## src/rtl/dmem_pkg.sv

```systemverilog
// Shared encodings for the wait-state data memory: access sizes and controller states.
package dmem_pkg;

  localparam logic [1:0] SZ_BYTE = 2'd0;
  localparam logic [1:0] SZ_HALF = 2'd1;
  localparam logic [1:0] SZ_WORD = 2'd2;
  localparam logic [1:0] SZ_RSVD = 2'd3;

  typedef enum logic [1:0] {
    ST_IDLE = 2'd0,
    ST_WAIT = 2'd1,
    ST_RESP = 2'd2
  } state_t;

endpackage

```

## src/rtl/dmem_lane_align.sv

```systemverilog
// Combinational lane steering: store byte mask and replicated data, load lane select
// with sign/zero extension, and the misalignment / reserved-size flag.
module dmem_lane_align
  import dmem_pkg::*;
#(
  parameter int DATA_W = 32,
  parameter int NB     = DATA_W / 8,
  parameter int OFS_W  = $clog2(NB)
) (
  input  logic [1:0]        size,
  input  logic [OFS_W-1:0]  offset,
  input  logic              sign_ext,
  input  logic [DATA_W-1:0] wdata,
  input  logic [DATA_W-1:0] rword,
  output logic [NB-1:0]     be,
  output logic [DATA_W-1:0] wdata_rep,
  output logic [DATA_W-1:0] rdata_ext,
  output logic              misalign
);

  logic [OFS_W-1:0]  off_h;
  logic [DATA_W-1:0] sh_b;
  logic [DATA_W-1:0] sh_h;

  always_comb begin
    off_h    = offset;
    off_h[0] = 1'b0;
    sh_b     = rword >> {offset, 3'b000};
    sh_h     = rword >> {off_h, 3'b000};
  end

  always_comb begin
    be        = '0;
    wdata_rep = wdata;
    rdata_ext = '0;
    misalign  = 1'b0;
    case (size)
      SZ_BYTE: begin
        be        = NB'(1) << offset;
        wdata_rep = {NB{wdata[7:0]}};
        rdata_ext = {{(DATA_W-8){sign_ext & sh_b[7]}}, sh_b[7:0]};
      end
      SZ_HALF: begin
        misalign  = offset[0];
        be        = NB'(3) << off_h;
        wdata_rep = {(NB/2){wdata[15:0]}};
        rdata_ext = {{(DATA_W-16){sign_ext & sh_h[15]}}, sh_h[15:0]};
      end
      SZ_WORD: begin
        misalign  = (offset != '0);
        be        = '1;
        rdata_ext = rword;
      end
      default: misalign = 1'b1;
    endcase
    // Any fault suppresses the write entirely.
    if (misalign) be = '0;
  end

endmodule

```

## src/rtl/dmem_wait_ctrl.sv

```systemverilog
// Data memory with valid/ready request port and a fixed number of wait states
// between acceptance and the array access; one registered response per request.
module dmem_wait_ctrl
  import dmem_pkg::*;
#(
  parameter int DATA_W     = 32,
  parameter int DEPTH_LOG2 = 5,
  parameter int WAIT_CYC   = 2,
  localparam int NB        = DATA_W / 8,
  localparam int OFS_W     = $clog2(NB),
  localparam int AW        = DEPTH_LOG2 + OFS_W
) (
  input  logic              clk,
  input  logic              rst_n,
  input  logic              req_valid,
  output logic              req_ready,
  input  logic              req_we,
  input  logic [1:0]        req_size,
  input  logic              req_signed,
  input  logic [AW-1:0]     req_addr,
  input  logic [DATA_W-1:0] req_wdata,
  output logic              rsp_valid,
  output logic [DATA_W-1:0] rsp_rdata,
  output logic              rsp_err
);

  localparam logic [3:0] WAIT_LD = 4'(WAIT_CYC);

  state_t state, state_nx;
  logic [3:0] cnt, cnt_nx;

  logic              cap_we, cap_signed;
  logic [1:0]        cap_size;
  logic [AW-1:0]     cap_addr;
  logic [DATA_W-1:0] cap_wdata;

  logic              op_we, op_signed;
  logic [1:0]        op_size;
  logic [AW-1:0]     op_addr;
  logic [DATA_W-1:0] op_wdata;
  logic              access;

  logic [NB-1:0]     be;
  logic [DATA_W-1:0] wdata_rep, rdata_ext, rword;
  logic              misalign;

  logic [DATA_W-1:0] mem [2**DEPTH_LOG2] = '{1: DATA_W'('hA), 2: DATA_W'('hB),
                                            3: DATA_W'('hC), 4: DATA_W'('hD),
                                            default: '0};

  always_comb begin
    state_nx  = state;
    cnt_nx    = cnt;
    req_ready = 1'b0;
    case (state)
      ST_IDLE: begin
        req_ready = 1'b1;
        if (req_valid) begin
          cnt_nx   = WAIT_LD;
          state_nx = (WAIT_CYC > 0) ? ST_WAIT : ST_RESP;
        end
      end
      ST_WAIT: begin
        cnt_nx = cnt - 4'd1;
        if (cnt <= 4'd1) state_nx = ST_RESP;
      end
      ST_RESP: state_nx = ST_IDLE;
      default: state_nx = ST_IDLE;
    endcase
  end

  // With zero wait states the access happens on the acceptance edge, so the
  // live request fields feed the array instead of the captured copy.
  always_comb begin
    if (state == ST_IDLE) begin
      op_we = req_we; op_size = req_size; op_signed = req_signed;
      op_addr = req_addr; op_wdata = req_wdata;
    end else begin
      op_we = cap_we; op_size = cap_size; op_signed = cap_signed;
      op_addr = cap_addr; op_wdata = cap_wdata;
    end
    access = rst_n && (state_nx == ST_RESP);
  end

  assign rword     = mem[op_addr[AW-1:OFS_W]];
  assign rsp_valid = (state == ST_RESP);

  dmem_lane_align #(.DATA_W(DATA_W), .NB(NB), .OFS_W(OFS_W)) u_align (
    .size      (op_size),
    .offset    (op_addr[OFS_W-1:0]),
    .sign_ext  (op_signed),
    .wdata     (op_wdata),
    .rword     (rword),
    .be        (be),
    .wdata_rep (wdata_rep),
    .rdata_ext (rdata_ext),
    .misalign  (misalign)
  );

  always_ff @(posedge clk) begin
    if (!rst_n) begin
      state      <= ST_IDLE;
      cnt        <= '0;
      rsp_rdata  <= '0;
      rsp_err    <= 1'b0;
      cap_we     <= 1'b0;
      cap_size   <= '0;
      cap_signed <= 1'b0;
      cap_addr   <= '0;
      cap_wdata  <= '0;
    end else begin
      state <= state_nx;
      cnt   <= cnt_nx;
      if (state == ST_IDLE && req_valid) begin
        cap_we     <= req_we;
        cap_size   <= req_size;
        cap_signed <= req_signed;
        cap_addr   <= req_addr;
        cap_wdata  <= req_wdata;
      end
      if (access) begin
        rsp_err   <= misalign;
        rsp_rdata <= (misalign || op_we) ? '0 : rdata_ext;
      end
    end
  end

  // Array has no reset so contents survive rst_n.
  always_ff @(posedge clk) begin
    if (access && op_we) begin
      for (int b = 0; b < NB; b++) begin
        if (be[b]) mem[op_addr[AW-1:OFS_W]][b*8 +: 8] <= wdata_rep[b*8 +: 8];
      end
    end
  end

endmodule

```

## config.mk

```make
export PLATFORM = sky130hd
export DESIGN_NAME = dmem_wait_ctrl
export DESIGN_NICKNAME = d
export VERILOG_FILES = /design/src/rtl/dmem_pkg.sv /design/src/rtl/dmem_lane_align.sv /design/src/rtl/dmem_wait_ctrl.sv
export SDC_FILE = /design/constraint.sdc
export NUM_CORES = 1
export LEC_CHECK = 0
export ABC_AREA = 1
export CELL_PAD_IN_SITES_DETAIL_PLACEMENT = 1
export CELL_PAD_IN_SITES_GLOBAL_PLACEMENT = 2
export CORE_ASPECT_RATIO = 0.75
export CORE_UTILIZATION = 46
export CTS_BUF_LIST = sky130_fd_sc_hd__clkbuf_8
export DETAILED_ROUTE_END_ITERATION = 16
export HOLD_SLACK_MARGIN = 0.08
export PLACE_DENSITY = 0.88
export SETUP_SLACK_MARGIN = 0.3
export SLEW_MARGIN = 20
export SYNTH_ARGS = -nofsm -noshare
export SYNTH_HDL_FRONTEND = slang
export SYNTH_HIERARCHICAL = 1
export SYNTH_SLANG_ARGS = --single-unit
```

## constraint.sdc

```tcl
create_clock -name clk -period 6.2 [get_ports clk]
set_input_delay 0.62 -clock clk [delete_from_list [all_inputs] [get_ports clk]]
set_output_delay 0.62 -clock clk [all_outputs]
set_load 0.05 [all_outputs]
```

==> reports/results.ini <==
[run_status]
status = complete, no violations

[finish]
fin_nets = 5132
areaGrowthSynthToFinish_pct = 10.78
regArea_um2 = 32390
drive_gt1_share_pct = 6.879
multi_input_area_um2 = 14670
fillers = 11640

[timing]
relSlewSlack_pct = 25.94
worst_pin_slew_ns = 1.107
fin_crit_ns = 4.629
setup_viol_count_final = 0
period_share_pct = 74.67
hold_viol = 0
tns_ns = 0
fmax_mhz = 216.0
drv_slew = 0
rsz0062_at_grt = false
clock_skew_ns = 0.03884

[yosys]
synthCells = 5056
yosysTopAreaCellShare_pct = 63.15
syn_area_um2 = 48700
syn_avg_cell_area_um2 = 9.631
synth_top_area_cell = edfxtp_1
yosys_warnings = 6
synthArstFlopShare_pct = 0
ys_ff_latch = 1106
syn_nets = 5104
synth-main-ff-cell = edfxtp_1
synth_edf_count = 1024
ys_types = 33
synth_common_cells = 2548 x nand2_1, 1024 x edfxtp_1, 585 x nand3_1
ys_seq_area_share_pct = 66.52
ys_top_cells_by_area = edfxtp_1 63%, nand2_1 20%, nand3_1 6.0%
synth_most_common_cell = nand2_1

[die]
design.die.area_um2 = 107200
start_util_pct = 46.82
rows = 102
die_w_um = 377.7
core_area_um2 = 104000
pin_count = 81
die_y_um = 283.8

[critical_path]
worstSetupStartpointType = flop
critPathKind = flop to flop
critPathArrivalTime_ns = 5.42
worst_setup_path_end_kind = flop
cp_data_required_time_ns = 6.99
crit_fanout = 28

[place]
dpl.hpwl_um = 98040
portBuffers = 80
gp_congestion = 0.8588

[detailed_routing]
drt_first_iter_violations = 3459
avgRoutedWirePerCell_um = 24.30
drc = 0
drt-pass1-iter-count = 5
vias = 36940
drtAntennaViolNets = 0
viasPerCell = 5.576
drt_wl_total_um = 160900

[worst_hold_path]
hold_path_class = input pin to flop

[flow_run]
drv_cap = 0

[cts]
cts_root_buf = clkbuf_8
cts.clk_slew.worst_paths_ns = 0.07
clock_sinks = 1106
numCtsBuffers = 175
ctsResizeCount = 0
clkLatencyLatePin_ns = 0.88
htreeDepth = 4
cts_setup_buffers = 0
clk_path_buf_depth = 3
cts_tree = done
ctsHoldBuffers = 0

[grt]
grt_pass1_wl_um = 240800
grt-ovfl-total = 0
grt_usage_pct = 30.22
antenna_found_initial = 1
grt_pass1_vias = 37190
grt_max_degree = 166

[power]
p_leak_nw = 22.33
ir_worst_vdd_mv = 0.2891
p_total_mw = 19.48
powerDensity_nw_per_um2 = 361.0

[per-layer routing]
layer,part of all wire (%),up-vias,global-route usage (%),wire [µm]
met5,0,-,0,0
met3,7.4,222,5.224,11920
met1,44,18630,43.67,71580
met4,2.5,0,9.207,4060
li1,-,16810,-,-
met2,46,1265,46.56,73370
[kinds of logic after synthesis]
family | count (synthesis) | synth area share [%]
DFF | 1106 | 66.52
adders and majority gates | 2 | 0.05138
buffers and inverters | 413 | 3.703
and+or+nand+nor | 3364 | 27.78
AOI/OAI and AO/OA | 171 | 1.950
[stage by stage]
step	std cells	setup slack (ns)	hold slack (ns)	area [µm²]	utilization, %
3_5_place_dp	6310	1.579	0.4471	50810	48.85
3_3_place_gp	6309	1.651	0.4351	50790	48.83
2_1_floorplan	5056	2.799	0.4247	48700	-
6_report	6624	1.571	0.3024	53950	51.87
5_1_grt	6624	1.227	0.3156	53950	51.87
4_1_cts	6622	1.621	0.2380	53920	51.84
[state kept, by name, summed over array words and instances, names as in the netlist]
| name | flops |
|---|---|
| cap_signed | 1 |
| state | 2 |
| cap_size | 2 |
| cnt | 4 |
| rsp_rdata | 32 |
| mem | 1024 |
| cap_addr | 7 |
| cap_we | 1 |
| cap_wdata | 32 |
| rsp_err | 1 |
[power breakdown]
group	total [mW]	internal, mW	leakage, nW	switching [mW]
Combinational	5.06	1.08	10.5	3.98
Sequential	8.66	8.64	9.95	0.0235
Clock	5.75	2.79	1.84	2.97
Total	19.5	12.5	22.3	6.97
[worst max-delay path: stages (launching register included)]
cell and delay, ns:
dfxtp_1 0.35, nor2_4 0.77, o21ai_4 0.23, nor3_4 0.94, buf_4 0.40, nand2_1 0.11
nand2_1 0.08, nor2_1 0.08, nand2_1 0.33, nand2_1 0.10, nand2_1 0.08, nand2_1 0.05
nand2_1 0.11, nand3_2 0.42, nand2_1 0.21, a22oi_1 0.08, nor2_1 0.13
[final timing paths]
check	startpoint	to	slack (ns)	cells after the start
hold / removal	rst_n	rsp_rdata[3]$_SDFFE_PN0P_	0.30	3
setup / recovery	state[0]$_SDFF_PN0_	rsp_rdata[10]$_SDFFE_PN0P_	1.57	16
setup reg to reg	state[0]$_SDFF_PN0_	rsp_rdata[10]$_SDFFE_PN0P_	1.57	16
hold reg to reg	cap_wdata[28]$_SDFFE_PN0P_	cap_wdata[28]$_SDFFE_PN0P_	0.45	2
[area by class of cell]
cell class	count	share of cell area, %
sequential	1106	60.04
clock inverter	131	1.148
timing repair buffer	173	3.075
antenna	1	0.004639
clock buffer	181	4.618
tap	1404	3.256
inverter	91	0.6656
multi-input combinational	3537	27.19
[cell usage in the layout, fill, tap and decap left out, drive strengths merged]
cell	Yosys	final
a221oi	1	1
clkbuf	152	181
diode	0	1
a22oi	18	18
bufinv	0	2
ha	2	2
a211oi	1	1
o211ai	2	2
o21ai	114	114
nand2	2550	2550
inv	90	167
buf	170	94
clkinv	1	46
nor2	218	218
nor3	9	9
edfxtp	1024	1024
dfxtp	82	82
clkinvlp	0	7
clkdlybuf4s50	0	79
nand3	587	587
a21oi	35	35
No activity file was read; power rests on OpenSTA's default activity.
